### config.mk
export PLATFORM = sky130hd
export DESIGN_NAME = muldiv_iter
export DESIGN_NICKNAME = d
export VERILOG_FILES = /design/src/rtl/muldiv_iter.sv
export SDC_FILE = /design/constraint.sdc
export NUM_CORES = 1
export LEC_CHECK = 0
export CAP_MARGIN = 20
export CELL_PAD_IN_SITES_DETAIL_PLACEMENT = 1
export CELL_PAD_IN_SITES_GLOBAL_PLACEMENT = 2
export CORE_AREA = 2 2 214 216
export CTS_CLUSTER_SIZE = 25
export DETAILED_ROUTE_END_ITERATION = 10
export DIE_AREA = 0 0 216 218
export HOLD_SLACK_MARGIN = 0.02
export PLACE_DENSITY_LB_ADDON = 0.1
export REMOVE_ABC_BUFFERS = 1
export SYNTH_ARGS = -nofsm -noshare
export SYNTH_HDL_FRONTEND = slang
export SYNTH_SLANG_ARGS = --single-unit
export TNS_END_PERCENT = 5
### constraint.sdc
create_clock -name clk_i -period 9.4 [get_ports clk_i]
set_input_delay 1.88 -clock clk_i [delete_from_list [all_inputs] [get_ports clk_i]]
set_output_delay 1.88 -clock clk_i [all_outputs]
set_load 0.01 [all_outputs]
### src/rtl/muldiv_iter.sv
// Iterative RISC-V M-extension unit: radix-2 shift-add multiply and restoring divide
// on operand magnitudes, with a one-cycle fast path for divide-by-zero and signed overflow.
module muldiv_iter #(
    parameter int Xlen    = 32,
    parameter int WordOps = 0
) (
    input  logic            clk_i,
    input  logic            rst_ni,
    input  logic            flush_i,
    input  logic            valid_i,
    output logic            ready_o,
    input  logic [2:0]      funct3_i,
    input  logic            word_i,
    input  logic [Xlen-1:0] a_i,
    input  logic [Xlen-1:0] b_i,
    output logic            valid_o,
    input  logic            ready_i,
    output logic [Xlen-1:0] res_o
);

    localparam int CW = $clog2(Xlen);

    typedef enum logic [1:0] {IDLE, CALC, DONE} state_e;

    state_e            state_q;
    logic              ready_q, valid_q;
    logic [Xlen-1:0]   res_q;
    logic [2:0]        op_q;
    logic              word_q, negRes_q;
    logic [Xlen-1:0]   accHi_q, accLo_q, opB_q;
    logic [CW-1:0]     cnt_q;

    logic [Xlen-1:0]   accHi_d, accLo_d;

    logic              isDiv, wordIn, signedA, signedB, aNeg, bNeg, negIn;
    logic              bZero, ovf, isFast;
    logic [Xlen-1:0]   opA, opB, magA, magB, minNeg, aRes, fastRes;
    logic [Xlen:0]     mulSum, divShift, divDiff;
    logic [2*Xlen-1:0] prod;
    logic [Xlen-1:0]   divVal, finalRes;
    logic [CW-1:0]     lastCnt;

    function automatic logic [Xlen-1:0] sext32(input logic [31:0] v);
        logic [Xlen-1:0] r;
        r       = {Xlen{v[31]}};
        r[31:0] = v;
        return r;
    endfunction

    function automatic logic [Xlen-1:0] zext32(input logic [31:0] v);
        logic [Xlen-1:0] r;
        r       = '0;
        r[31:0] = v;
        return r;
    endfunction

    // Request decode: operand extension, magnitudes, result sign and fast-path detection.
    always_comb begin
        isDiv   = funct3_i[2];
        wordIn  = (WordOps != 0) && word_i && ((funct3_i == 3'd0) || funct3_i[2]);
        signedA = isDiv ? !funct3_i[0] : (funct3_i != 3'd3);
        signedB = isDiv ? !funct3_i[0] : !funct3_i[1];
        opA     = a_i;
        opB     = b_i;
        aRes    = a_i;
        minNeg  = '0;
        minNeg[Xlen-1] = 1'b1;
        if (wordIn) begin
            opA    = signedA ? sext32(a_i[31:0]) : zext32(a_i[31:0]);
            opB    = signedB ? sext32(b_i[31:0]) : zext32(b_i[31:0]);
            aRes   = sext32(a_i[31:0]);
            minNeg = sext32(32'h8000_0000);
        end
        aNeg    = signedA && opA[Xlen-1];
        bNeg    = signedB && opB[Xlen-1];
        magA    = aNeg ? -opA : opA;
        magB    = bNeg ? -opB : opB;
        negIn   = (isDiv && funct3_i[1]) ? aNeg : (aNeg ^ bNeg);
        bZero   = (opB == '0);
        ovf     = isDiv && !funct3_i[0] && (opA == minNeg) && (opB == '1);
        isFast  = isDiv && (bZero || ovf);
        if (bZero) begin
            fastRes = funct3_i[1] ? aRes : '1;
        end else begin
            fastRes = funct3_i[1] ? '0 : aRes;
        end
    end

    // One iteration step plus the sign-corrected result that the last step would produce.
    always_comb begin
        mulSum   = {1'b0, accHi_q} + (accLo_q[0] ? {1'b0, opB_q} : '0);
        divShift = {accHi_q, accLo_q[Xlen-1]};
        divDiff  = divShift - {1'b0, opB_q};
        if (op_q[2]) begin
            accHi_d = divDiff[Xlen] ? divShift[Xlen-1:0] : divDiff[Xlen-1:0];
            accLo_d = {accLo_q[Xlen-2:0], !divDiff[Xlen]};
        end else begin
            accHi_d = mulSum[Xlen:1];
            accLo_d = {mulSum[0], accLo_q[Xlen-1:1]};
        end
        prod = {accHi_d, accLo_d};
        if (negRes_q) prod = -prod;
        divVal = op_q[1] ? accHi_d : accLo_d;
        if (negRes_q) divVal = -divVal;
        // A word multiply runs only 32 steps, so its product sits 32 bits higher in the accumulator.
        if (op_q[2]) begin
            finalRes = word_q ? sext32(divVal[31:0]) : divVal;
        end else if (op_q[1:0] == 2'd0) begin
            finalRes = word_q ? sext32(prod[Xlen-32 +: 32]) : prod[Xlen-1:0];
        end else begin
            finalRes = prod[2*Xlen-1:Xlen];
        end
        lastCnt = word_q ? CW'(31) : CW'(Xlen-1);
    end

    always_ff @(posedge clk_i or negedge rst_ni) begin
        if (!rst_ni) begin
            state_q  <= IDLE;
            ready_q  <= 1'b1;
            valid_q  <= 1'b0;
            res_q    <= '0;
            op_q     <= '0;
            word_q   <= 1'b0;
            negRes_q <= 1'b0;
            accHi_q  <= '0;
            accLo_q  <= '0;
            opB_q    <= '0;
            cnt_q    <= '0;
        end else if (flush_i) begin
            state_q <= IDLE;
            ready_q <= 1'b1;
            valid_q <= 1'b0;
        end else begin
            case (state_q)
                IDLE: begin
                    if (valid_i) begin
                        ready_q  <= 1'b0;
                        op_q     <= funct3_i;
                        word_q   <= wordIn;
                        negRes_q <= negIn;
                        cnt_q    <= '0;
                        accHi_q  <= '0;
                        if (isFast) begin
                            state_q <= DONE;
                            valid_q <= 1'b1;
                            res_q   <= fastRes;
                        end else begin
                            state_q <= CALC;
                            // Divide left-aligns the dividend so quotient bits always come from the MSB.
                            if (isDiv) begin
                                opB_q   <= magB;
                                accLo_q <= wordIn ? (magA << 32) : magA;
                            end else begin
                                opB_q   <= magA;
                                accLo_q <= magB;
                            end
                        end
                    end
                end
                CALC: begin
                    accHi_q <= accHi_d;
                    accLo_q <= accLo_d;
                    if (cnt_q == lastCnt) begin
                        state_q <= DONE;
                        valid_q <= 1'b1;
                        res_q   <= finalRes;
                    end else begin
                        cnt_q <= cnt_q + CW'(1);
                    end
                end
                DONE: begin
                    if (ready_i) begin
                        state_q <= IDLE;
                        valid_q <= 1'b0;
                        ready_q <= 1'b1;
                    end
                end
                default: begin
                    state_q <= IDLE;
                    ready_q <= 1'b1;
                    valid_q <= 1'b0;
                end
            endcase
        end
    end

    assign ready_o = ready_q;
    assign valid_o = valid_q;
    assign res_o   = res_q;

endmodule

== After elaboration in Yosys (flattened, before gate mapping) ==
Cells that the tools add are included.
Word-level totals
  bits in registers: 141
  input port bits: 73
  word-level logic and storage cells: 107
Cells by class
  $add $sub $neg: 7
  equality and inequality tests: 16
  mux-type cells: 47
  bitwise gates (word level): 3
  reduce and logical (&&, ||, !) cells: 24
Operator list (number)
  $mux W32: 21
  $pmux W32 S2: 3
  $neg A32 Y32: 3
  $eq A32 B32 Y1 const B: 2
  $mux W64: 1
  $neg A64 Y64: 1
  $add A32 B32 Y33: 1
  $sub A33 B32 Y33: 1
  $logic_not A32 Y1: 1
  $reduce_and A4 Y1: 4
  $ne A2 B2 Y1 const B: 6
  $ne A3 B3 Y1 const B: 4
  $reduce_and A3 Y1: 4
  $mux W1: 11
  $mux W2: 5
  $mux W5: 2
  $pmux W5 S2: 1
  $logic_and A1 B1 Y1: 7
  $pmux W1 S3: 2
  $pmux W2 S3: 1
  $add A5 B1 Y5 const B: 1
  $eq A5 B5 Y1 const B: 1
  $reduce_and A5 Y1: 1
  $logic_not A2 Y1: 2
  8 further kinds: 11

== Depth between registers and ports, before layout ==
Gate-level depths: netlist of the first run.
  word-level depth: 10
  depth in mapped cells: 27
  depth with buffers taken out: 23

== Worst setup path before layout of the first run ==
No wires, ideal clock.
  kind: register to register
  start: register accLo_q[31]
  end: register res_q[26] (netlist: res_o[26])
  data arrival time: 5015 ps
  data required time: 9275 ps
  setup slack: 4260 ps
  stages on the path, launching flop included: 27
  clock period less this slack: 5140 ps
  path through: dfrtp_1 > clkbuf_1 > inv_1 > ha_1 > fa_1 > nand2b_1 > a21o_2 > a21oi_2 > o31ai_4 > o21a_1 > buf_6 > buf_6 > buf_4 > o211ai_1 > inv_1 > ha_1 > o21ai_0 > or3_1 > nor2_1 > nand3_1 > nor3_1 > o311ai_0 > nor3_1 > nand3_1 > o311ai_0 > o221ai_1 > mux2_2
Between the ends
  cells in the longest elaborated chain, start to end: 9
  elaborated cells between the ends (all ways): 14
  classes of those cells: add/sub: 3; mux: 10; reduce/logical: 1
RTL lines
  from (decl): RTL line 30  | logic [Xlen-1:0] accHi_q, accLo_q, opB_q;
  from (signal assigned): RTL line 152  | accLo_q <= wordIn ? (magA << 32) : magA;
  from (signal assigned): RTL line 155  | accLo_q <= magB;
  from (signal assigned): RTL line 162  | accLo_q <= accLo_d;
  $sub A33 B32 Y33: RTL line 93  | divDiff = divShift - {1'b0, opB_q};
  $mux W32 or $logic_not A1 Y1 (tied branches): RTL line 95, 96
  $mux W32: RTL line 94  | if (op_q[2]) begin
  $neg A64 Y64 or $mux W32 (tied branches): RTL line 102, 103
  $mux W64 or $neg A32 Y32 (tied branches): RTL line 102, 104
  $mux W32, on equally long branches: RTL line 108, 104
  $mux W32 (*): RTL line 106  | if (op_q[2]) begin
  $mux W32 (*): RTL line 163  | if (cnt_q == lastCnt) begin
  $pmux W32 S2 (*): RTL line 134  | case (state_q)
  to (signal assigned): RTL line 146  | res_q <= fastRes;
  to (signal assigned): RTL line 166  | res_q <= finalRes;
  to (decl): RTL line 27  | logic [Xlen-1:0] res_q;
Mark *: on every way between the ends. The rest lies on a longest branch, timed or not. The select of a mux whose other input is x is not followed.
A chain may end at the register's enable or synchronous reset.

== Final worst setup path of the first run ==
  start: register accLo_q[31]
  end: register res_q[25] (netlist: res_o[25])
Same word-level chain as after synthesis.

==> results.tsv, run 1 <==
stage	metric	value	unit
placed_design	port-buffer-count	105	
power	ir_drop	0.159	mV
clock_tree	post_cts_buffers	0	
sta	rsz0062_at_grt	false	
synth	synthArstFlopShare	1.00	
clock_tree	cts_sinks	141	
critical_path	crit_type	reg2reg	
critical_path	critPathRequiredTime	9.80	ns
floorplanning	die_area	47100	um2
synth	synth_cell_types	109	
synth	syn_area	17300	um2
detailed_routing	wl_per_cell	25.6	um
clock_tree	path_clk_slew	0.08	ns
layout	final_common_cell	nand2_1	
worst_hold_path	hold_class	reg2reg	
grt	grt_pass1_wl	117	mm
sta	setup_tns	0	ns
floorplanning	start_util	0.385	
layout	layout_common_cells	nand2_1 (299), a21oi_1 (258), o21ai_0 (241), nor2_1 (217), dfrtp_1 (137)	
synth	yosys.area.top_type	dfrtp_1	
floorplanning	ios	107	
placed_design	place.gp.congestion	0.926	
grt	first_global_vias	18741	
clock_tree	clock_latency	0.47	ns
clock_tree	clockRootBuffer	clkbuf_16	
outcome	outcome	complete, no violations	
synth	synth_edf_count	0	
layout	final_core_util	0.435	
critical_path	cp_data_arrival_time	7.38	ns
synth	syn_inst	2397	
run	drv_cap	0	
layout	antenna_cells	0	
power	finalPower	5.40	mW
detailed_routing	drt-pass1-iter-count	6	
power	leakage	7.87	nW
floorplanning	core_area	44900	um2
synth	synth_seq_area_share	0.204	
clock_tree	ctsHoldBuffers	0	
floorplanning	die_height	218	um
sta	setup_viol	0	
detailed_routing	vias_per_cell	6.19	
detailed_routing	drtIter0Drc	1795	
sta	period_share	0.742	
grt	antenna_found_initial	4	
detailed_routing	wl	77.8	mm
detailed_routing	vias	18779	
clock_tree	post_cts_resized	0	
power	power.density	277	nW/um2
grt	grt_max_degree	86	
clock_tree	cts_buffer_depth	2	
clock_tree	cts_buffers	17	
synth	synth.top_cell.area_share	0.203	
layout	area_delta_synth_final	12.8	%
placed_design	dp_hpwl	61.3	mm
sta	final.min_clock_period	6.97	ns
clock_tree	cts_tree	yes	
synth	synth-seq-cells	141	
clock_tree	cts_htree_levels	4	
synth	synth_area_per_cell	7.21	um2
floorplanning	die_w	216	um
sta	slew_viol_final	0	
sta	hold_viol	0	
layout	fin_cells	3034	
grt	grtUsageTotal	0.328	
critical_path	start_kind	flip-flop	
sta	worstMarginPinSlew	1.22	ns
layout	nets	2567	
critical_path	critPathMaxFanout	22	
sta	relSlewSlack	0.186	
grt	grt-ovfl-total	0	
synth	ys_warn_count	0	
placed_design	dp_cells	3002	
synth	synthFlopType	dfrtp_1	
layout	layout-drive-gt1-share	0.0707	
detailed_routing	ant_nets	0	
critical_path	cp-end-kind	flip-flop	
floorplanning	row_count	78	
sta	holdWs	0.492	ns
sta	fmaxAchievable	0.143	GHz
detailed_routing	drc	0	
synth	synth_area_leaders	dfrtp_1 (20%), a21oi_1 (7.5%), o21ai_0 (7.0%), nand2_1 (6.5%), ha_1 (5.1%)	
sta	clock_skew	0.0141	ns
==> cells by family after synthesis <==
kind of cell,share of synthesized area
compound gates,0.300
flops,0.204
xor+xnor,0.0907
simple gates,0.242
buf+inv,0.0494
mux,0.0598
fa+ha+maj,0.0543
==> path summary, 6_finish.rpt <==
check	startpoint	to	slack, ns	cells past startpoint
worst max-delay path	accLo_q[31]$_DFFE_PN0P_	res_o[25]$_DFFE_PN0P_	2.43	19
worst min-delay path	res_o[2]$_DFFE_PN0P_	res_o[2]$_DFFE_PN0P_	0.49	2
worst max register to register	accLo_q[31]$_DFFE_PN0P_	res_o[25]$_DFFE_PN0P_	2.43	19
worst min register to register	res_o[2]$_DFFE_PN0P_	res_o[2]$_DFFE_PN0P_	0.49	2
max in group asynchronous	rst_ni	op_q[2]$_DFFE_PN0P_	6.86	2
min in group asynchronous	rst_ni	cnt_q[1]$_DFFE_PN0P_	1.31	1
==> registers in the layout (all words and copies together), names as in the netlist <==
name and flops:
accLo_q 32, negRes_q 1, state_q 2, res_o 32, ready_o 1, cnt_q 5
accHi_q 32, opB_q 32, valid_o 1, op_q 3
==> synth_stat cells (all sizes together), types with 12 or more instances <==
cell	number
clkbuf	107
ha	71
a221oi	14
and2	51
and3	12
dfrtp	140
or3	27
o21bai	14
nand2b	18
mux2	34
a211oi	30
xnor2	96
nor2b	13
a31oi	25
mux2i	65
a21o	27
nand3	44
o21ai	250
xor2	80
a22o	17
nor3	78
or2	12
nor2	218
nand2	300
o211ai	24
nand4	24
buf	33
o21a	17
inv	69
nor4	17
a21oi	263
o31ai	39
==> cell type report <==
type	instances	area, um2
Clock buffer	19	433
Clock inverter	13	213
Fill cell	5651	25400
Inverter	72	270
Multi-Input combinational cell	2044	13000
Sequential cell	141	3540
Tap cell	600	751
Timing Repair Buffer	145	1350
==> worst max-delay path, stage by stage (launching register included) <==
cell and delay, ns:
dfrtp_1 0.44, inv_1 0.09, ha_1 0.27, fa_1 0.42
nand2b_1 0.20, a21o_2 0.26, a21oi_2 0.28, o31ai_4 0.13
o21a_1 0.48, buf_4 0.34, xnor2_4 0.81, buf_4 0.44
mux2i_1 0.38, o221ai_1 0.32, nor4_4 0.53, nand4bb_2 0.35
o21ai_1 0.28, xor2_1 0.10, a221oi_1 0.56, a211o_1 0.17
==> where the power goes <==
group	internal (mW)	leakage (nW)	switching, mW
clock network	0.473	0.305	0.315
logic	1.28	5.76	2.32
registers	0.777	1.80	0.226
total	2.53	7.87	2.87
==> routing by layer <==
layer	part of all wire	up-vias	GRT usage
met3	0.056	97	0.0312
li1	-	8785	-
met5	0.00023	-	0
met2	0.45	603	0.524
met1	0.47	9292	0.466
met4	0.025	2	0.102
==> metrics by stage <==
stage	worst slack (ns)	cell area, um2
6_report	2.43	19500
5_1_grt	2.24	19500
4_1_cts	2.55	19500
3_5_place_dp	2.31	18900
3_3_place_gp	2.34	18900
2_1_floorplan	1.18	16700
(Power assumes the default switching activity.)
==> run 2: changes to the inputs <==
CORE_AREA = 2 2 223 225   (was 2 2 214 216)
DIE_AREA = 0 0 225 227   (was 0 0 216 218)
clock period = 7.1 ns   (was 9.4 ns; I/O delays follow)
==> results.tsv, run 2 (synthesized netlist as in run 1, its figures left out) <==
stage	metric	value	unit	change
outcome	outcome	complete, no violations		
sta	rsz0062_at_grt	false		
layout	final_area	19700	um2	+0.93%
layout	area_delta_synth_final	13.9	%	
grt	grt_max_degree	101		+17%
detailed_routing	drtIter0Drc	1480		-18%
worst_hold_path	min_from	res_o[0]$_DFFE_PN0P_		
placed_design	dpl_cell_area	19000	um2	+0.98%
power	power.density	360	nW/um2	+30%
layout	seq_area	3540	um2	unchanged
clock_tree	cts_htree_levels	4		unchanged
power	ir_drop	0.230	mV	+44%
grt	grt_pass1_wl	119	mm	+1.0%
critical_path	start_kind	flip-flop		
sta	hold_viol	0		unchanged
floorplanning	die_w	225	um	+4.2%
clock_tree	clockRootBuffer	clkbuf_16		
clock_tree	clock_latency	0.47	ns	about the same
placed_design	port-buffer-count	105		unchanged
floorplanning	die_area	51100	um2	+8.5%
sta	setup_viol	0		unchanged
sta	slew_viol_final	0		unchanged
sta	setup_tns	0	ns	unchanged
clock_tree	cts_tree	yes		
run	drv_cap	0		unchanged
critical_path	critPathRequiredTime	7.45	ns	-2.35 ns
sta	relSlewSlack	0.368		+0.181
floorplanning	core_area	48500	um2	+8.1%
grt	antenna_found_initial	2		-2
clock_tree	ctsHoldBuffers	0		unchanged
sta	clock_skew	0.00885	ns	-0.00525 ns
floorplanning	row_count	81		+3.8%
layout	layout_common_cells	nand2_1 (299), a21oi_1 (258), o21ai_0 (241), nor2_1 (217), dfrtp_1 (137)		
critical_path	cp-end-kind	flip-flop		
power	leakage	7.99	nW	+1.6%
floorplanning	die_height	227	um	+4.1%
layout	final_common_cell	nand2_1		
floorplanning	ios	107		unchanged
worst_hold_path	hold_class	reg2reg		
critical_path	worst-path-buf-inv	5		+2
clock_tree	cts_buffers	17		unchanged
worst_hold_path	whs_endpoint	res_o[0]$_DFFE_PN0P_		
critical_path	cpPeakStageDelay	0.54	ns	-0.27 ns
critical_path	rrSetupSlack	0.72	ns	-1.71 ns
layout	nets	2588		+0.82%
critical_path	critPathMaxFanout	10		-55%
grt	first_global_vias	19052		+1.7%
critical_path	cp_data_arrival_time	6.73	ns	-0.65 ns
placed_design	place.gp.congestion	0.911		-1.7%
floorplanning	start_util	0.356		-0.0290
layout	multiInputGateArea	13000	um2	about the same
grt	grtUsageTotal	0.308		-0.0203
detailed_routing	drt-pass1-iter-count	5		-1
worst_hold_path	holdPathStages	2		unchanged
sta	period_share	0.899		+0.157
critical_path	r2r-end	res_o[26]$_DFFE_PN0P_		
grt	grt-ovfl-total	0		unchanged
critical_path	reg2reg_depth	24		+5
critical_path	slowest_stage	o311ai_0		
clock_tree	post_cts_resized	0		unchanged
critical_path	cp.depth	24		+5
layout	antenna_cells	0		unchanged
detailed_routing	drc	0		unchanged
sta	fmaxAchievable	0.157	GHz	+9.3%
clock_tree	cts_sinks	141		unchanged
detailed_routing	wl_per_cell	25.4	um	-0.89%
clock_tree	path_clk_slew	0.07	ns	about the same
critical_path	crit_type	reg2reg		
layout	num-fill-cells	6004		+6.2%
clock_tree	cts_buffer_depth	2		unchanged
detailed_routing	wl	78.2	mm	+0.52%
critical_path	crit_chain	inv_1 -> ha_1 -> a21oi_1 -> o21a_1 -> o21ai_0 -> nor3_1 -> o21a_1 -> buf_4 -> o211ai_1 -> inv_1 -> ha_1 -> o21ai_0 -> or3_1 -> nor2_1 -> nand3_1 -> nor3_1 -> buf_4 -> o311ai_0 -> nor3_1 -> buf_4 -> nand3_1 -> o311ai_0 -> o221ai_1 -> mux2_2		
detailed_routing	ant_nets	0		unchanged
placed_design	dp_hpwl	61.8	mm	+0.74%
sta	final.min_clock_period	6.38	ns	-0.590 ns
clock_tree	post_cts_buffers	0		unchanged
critical_path	r2r-start	opB_q[19]$_DFFE_PN0P_		
sta	worstMarginPinSlew	0.949	ns	-0.272 ns
detailed_routing	vias_per_cell	6.12		-1.1%
critical_path	path_delay_family	compound AO/OA/AOI/OAI gates		
detailed_routing	vias	18838		+0.31%
power	finalPower	7.09	mW	+31%
layout	layout-drive-gt1-share	0.0782		+0.00754
run 2: worst reg2reg max path, stage by stage, from the launching register on:
cell and delay (ns):
dfrtp_1 0.43, inv_1 0.07, ha_1 0.35, a21oi_1 0.31, o21a_1 0.22, o21ai_0 0.13, nor3_1 0.28, o21a_1 0.36
buf_4 0.27, o211ai_1 0.23, inv_1 0.11, ha_1 0.20, o21ai_0 0.19, or3_1 0.46, nor2_1 0.24, nand3_1 0.14
nor3_1 0.16, buf_4 0.21, o311ai_0 0.26, nor3_1 0.24, buf_4 0.18, nand3_1 0.12, o311ai_0 0.54, o221ai_1 0.25
mux2_2 0.31
run 2: metrics by stage:
step | hold slack [ns] | setup slack [ns] | instances | util
4_1_cts | 0.496 | 0.874 | 3076 | 0.405
5_1_grt | 0.520 | 0.505 | 3077 | 0.406
3_5_place_dp | 0.475 | 0.896 | 3044 | 0.392
6_report | 0.491 | 0.718 | 3077 | 0.406
3_3_place_gp | 0.466 | 0.938 | 3043 | 0.392
2_1_floorplan | 0.463 | -1.12 | 2257 | -
run 2: worst max path at each step:
stage | from | end
2_1_floorplan | op_q[2]$_DFFE_PN0P_ | res_o[25]$_DFFE_PN0P_
3_3_place_gp | accHi_q[22]$_DFFE_PN0P_ | res_o[26]$_DFFE_PN0P_
3_5_place_dp | b_i[8] | res_o[13]$_DFFE_PN0P_
4_1_cts | opB_q[19]$_DFFE_PN0P_ | res_o[26]$_DFFE_PN0P_
5_1_grt | accHi_q[22]$_DFFE_PN0P_ | res_o[26]$_DFFE_PN0P_
6_report | opB_q[19]$_DFFE_PN0P_ | res_o[26]$_DFFE_PN0P_
run 2: metal layers:
metal	vias up	routed length [um]	GRT usage	share of wire
met5	-	0	0	0
met2	520	35100	0.488	0.45
met1	9385	36300	0.427	0.46
met4	0	2320	0.105	0.030
met3	95	4510	0.0462	0.058
li1	8838	-	-	-
run 2: layout make-up:
| type | instances | area share |
|---|---|---|
| multi-input combinational | 2044 | 0.658 |
| clock inverter | 13 | 0.00902 |
| clock buffer | 19 | 0.0230 |
| tap | 622 | 0.0395 |
| timing repair buffer | 166 | 0.0773 |
| inverter | 72 | 0.0137 |
| sequential | 141 | 0.180 |
run 2: power by group:
part / switching (mW) / internal (mW)
combinational: 3.04 / 1.72
sequential: 0.289 / 1.03
clock: 0.430 / 0.581
total: 3.76 / 3.33
==> run 3: changes to the inputs <==
MAX_ROUTING_LAYER = met4   (was default)
==> results.tsv, run 3 (synthesized netlist as in run 1, its figures left out) <==
stage	metric	value	unit	change
grt	grtUsageTotal	0.316		+0.00866
outcome	outcome	complete, no violations		
sta	setup_slack	0.712	ns	-0.00542 ns
clock_tree	cts_htree_levels	4		unchanged
floorplanning	row_count	81		unchanged
critical_path	cpPeakStageDelay	0.48	ns	-0.06 ns
clock_tree	post_cts_buffers	0		unchanged
sta	period_share	0.900		about the same
critical_path	cp_data_arrival_time	6.73	ns	about the same
detailed_routing	drc	0		unchanged
grt	grt_pass1_wl	118	mm	-0.11%
detailed_routing	ant_nets	0		unchanged
sta	hold_viol	0		unchanged
critical_path	critPathMaxFanout	5		-5
clock_tree	clock_latency	0.47	ns	about the same
layout	area_delta_synth_final	13.6	%	
sta	relSlewSlack	0.323		-0.0450
power	power.density	358	nW/um2	-0.60%
clock_tree	cts_sinks	141		unchanged
floorplanning	die_height	227	um	unchanged
critical_path	slowest_stage	or3_1		
power	ir_drop	0.180	mV	-22%
clock_tree	clockRootBuffer	clkbuf_16		
clock_tree	cts_tree	yes		
sta	rsz0062_at_grt	false		
layout	num-fill-cells	6056		+0.87%
detailed_routing	vias_per_cell	6.12		about the same
critical_path	start_kind	flip-flop		
layout	final_common_cell	nand2_1		
sta	final.min_clock_period	6.39	ns	+0.00542 ns
detailed_routing	vias	18825		-0.069%
clock_tree	ctsHoldBuffers	0		unchanged
placed_design	port-buffer-count	105		unchanged
critical_path	cp-end-kind	flip-flop		
grt	grt-ovfl-total	0		unchanged
layout	seq_area	3540	um2	unchanged
detailed_routing	wl_per_cell	25.5	um	+0.20%
detailed_routing	wl	78.3	mm	+0.20%
critical_path	crit_type	reg2reg		
floorplanning	die_w	225	um	unchanged
clock_tree	cts_buffers	17		unchanged
layout	nets	2587		-0.039%
clock_tree	cts_buffer_depth	2		unchanged
sta	holdWs	0.492	ns	+0.00132 ns
layout	multiInputGateArea	13000	um2	unchanged
detailed_routing	drtIter0Drc	1450		-2.0%
placed_design	dp_slack	0.840	ns	-0.0560 ns
grt	grt_max_degree	86		-15%
run	drv_cap	0		unchanged
floorplanning	die_area	51100	um2	unchanged
grt	antenna_found_initial	0		-2
layout	layout_common_cells	nand2_1 (299), a21oi_1 (258), o21ai_0 (241), nor2_1 (217), dfrtp_1 (137)		
worst_hold_path	hold_class	reg2reg		
sta	worstMarginPinSlew	1.02	ns	+0.0675 ns
critical_path	critPathRequiredTime	7.45	ns	about the same
clock_tree	path_clk_slew	0.07	ns	about the same
floorplanning	ios	107		unchanged
placed_design	dp_hpwl	62.0	mm	+0.48%
grt	first_global_vias	18915		-0.72%
layout	layout-drive-gt1-share	0.0778		-0.000376
detailed_routing	drt-pass1-iter-count	6		+1
floorplanning	core_area	48500	um2	unchanged
floorplanning	start_util	0.356		unchanged
placed_design	place.gp.congestion	0.923		+1.4%
sta	setup_viol	0		unchanged
critical_path	cp_common_cell	buf_4		
power	leakage	7.97	nW	-0.24%
sta	slew_viol_final	0		unchanged
clock_tree	post_cts_resized	0		unchanged
sta	clock_skew	0.0122	ns	+0.00336 ns
sta	fmaxAchievable	0.157	GHz	about the same
run 3: final timing paths:
| kind | from | end | slack, ns | cells after the start |
|---|---|---|---|---|
| setup / recovery | accLo_q[31]$_DFFE_PN0P_ | res_o[26]$_DFFE_PN0P_ | 0.71 | 25 |
| hold / removal | res_o[0]$_DFFE_PN0P_ | res_o[0]$_DFFE_PN0P_ | 0.49 | 2 |
| setup reg to reg | accLo_q[31]$_DFFE_PN0P_ | res_o[26]$_DFFE_PN0P_ | 0.71 | 25 |
| hold reg to reg | res_o[0]$_DFFE_PN0P_ | res_o[0]$_DFFE_PN0P_ | 0.49 | 2 |
| max in group asynchronous | rst_ni | opB_q[25]$_DFFE_PN0P_ | 4.96 | 2 |
| min in group asynchronous | rst_ni | res_o[1]$_DFFE_PN0P_ | 0.82 | 1 |
run 3: area by class of cell:
class / count / area share
inverters: 72 / 0.0138
diodes: 1 / 0.000127
repair buffers: 165 / 0.0770
flip-flops and latches: 141 / 0.180
well taps: 622 / 0.0396
clock buffers: 18 / 0.0223
clock inverters: 14 / 0.00809
multi-input cells: 2044 / 0.659
run 3: power by group:
group	internal [mW]	total, mW	leakage, nW	switching (mW)
Sequential	1.03	1.32	1.80	0.292
Combinational	1.72	4.75	5.88	3.03
Clock	0.533	0.961	0.288	0.427
run 3: critical path: cells and delay by family (launching register included):
kind | cells | cell delay, ns
AO/OA/AOI/OAI | 9 | 2.27
AND/OR/NAND/NOR | 7 | 1.57
adder cells (fa/ha/maj) | 3 | 0.88
buffers and inverters | 5 | 0.80
flip-flops | 1 | 0.41
multiplexers | 1 | 0.30
run 3: metrics by stage:
stage | utilization | setup TNS (ns) | cell area, um2 | total power, mW | cells
floorplan | - | -21.83 | 16700 | 4.30 | 2257
global placement | 0.392 | 0 | 19000 | 5.87 | 3042
detailed placement | 0.392 | 0 | 19000 | 5.96 | 3043
CTS | 0.404 | 0 | 19600 | 6.96 | 3075
global route | 0.405 | 0 | 19600 | 7.51 | 3076
finish | 0.405 | 0 | 19700 | 7.03 | 3077
run 3: metal layers:
layer / share of wire / GRT usage / vias up
met5: 0 / - / -
met4: 0.032 / 0.110 / 0
met3: 0.051 / 0.0336 / 106
met2: 0.44 / 0.486 / 532
met1: 0.47 / 0.433 / 9362
li1: - / - / 8825
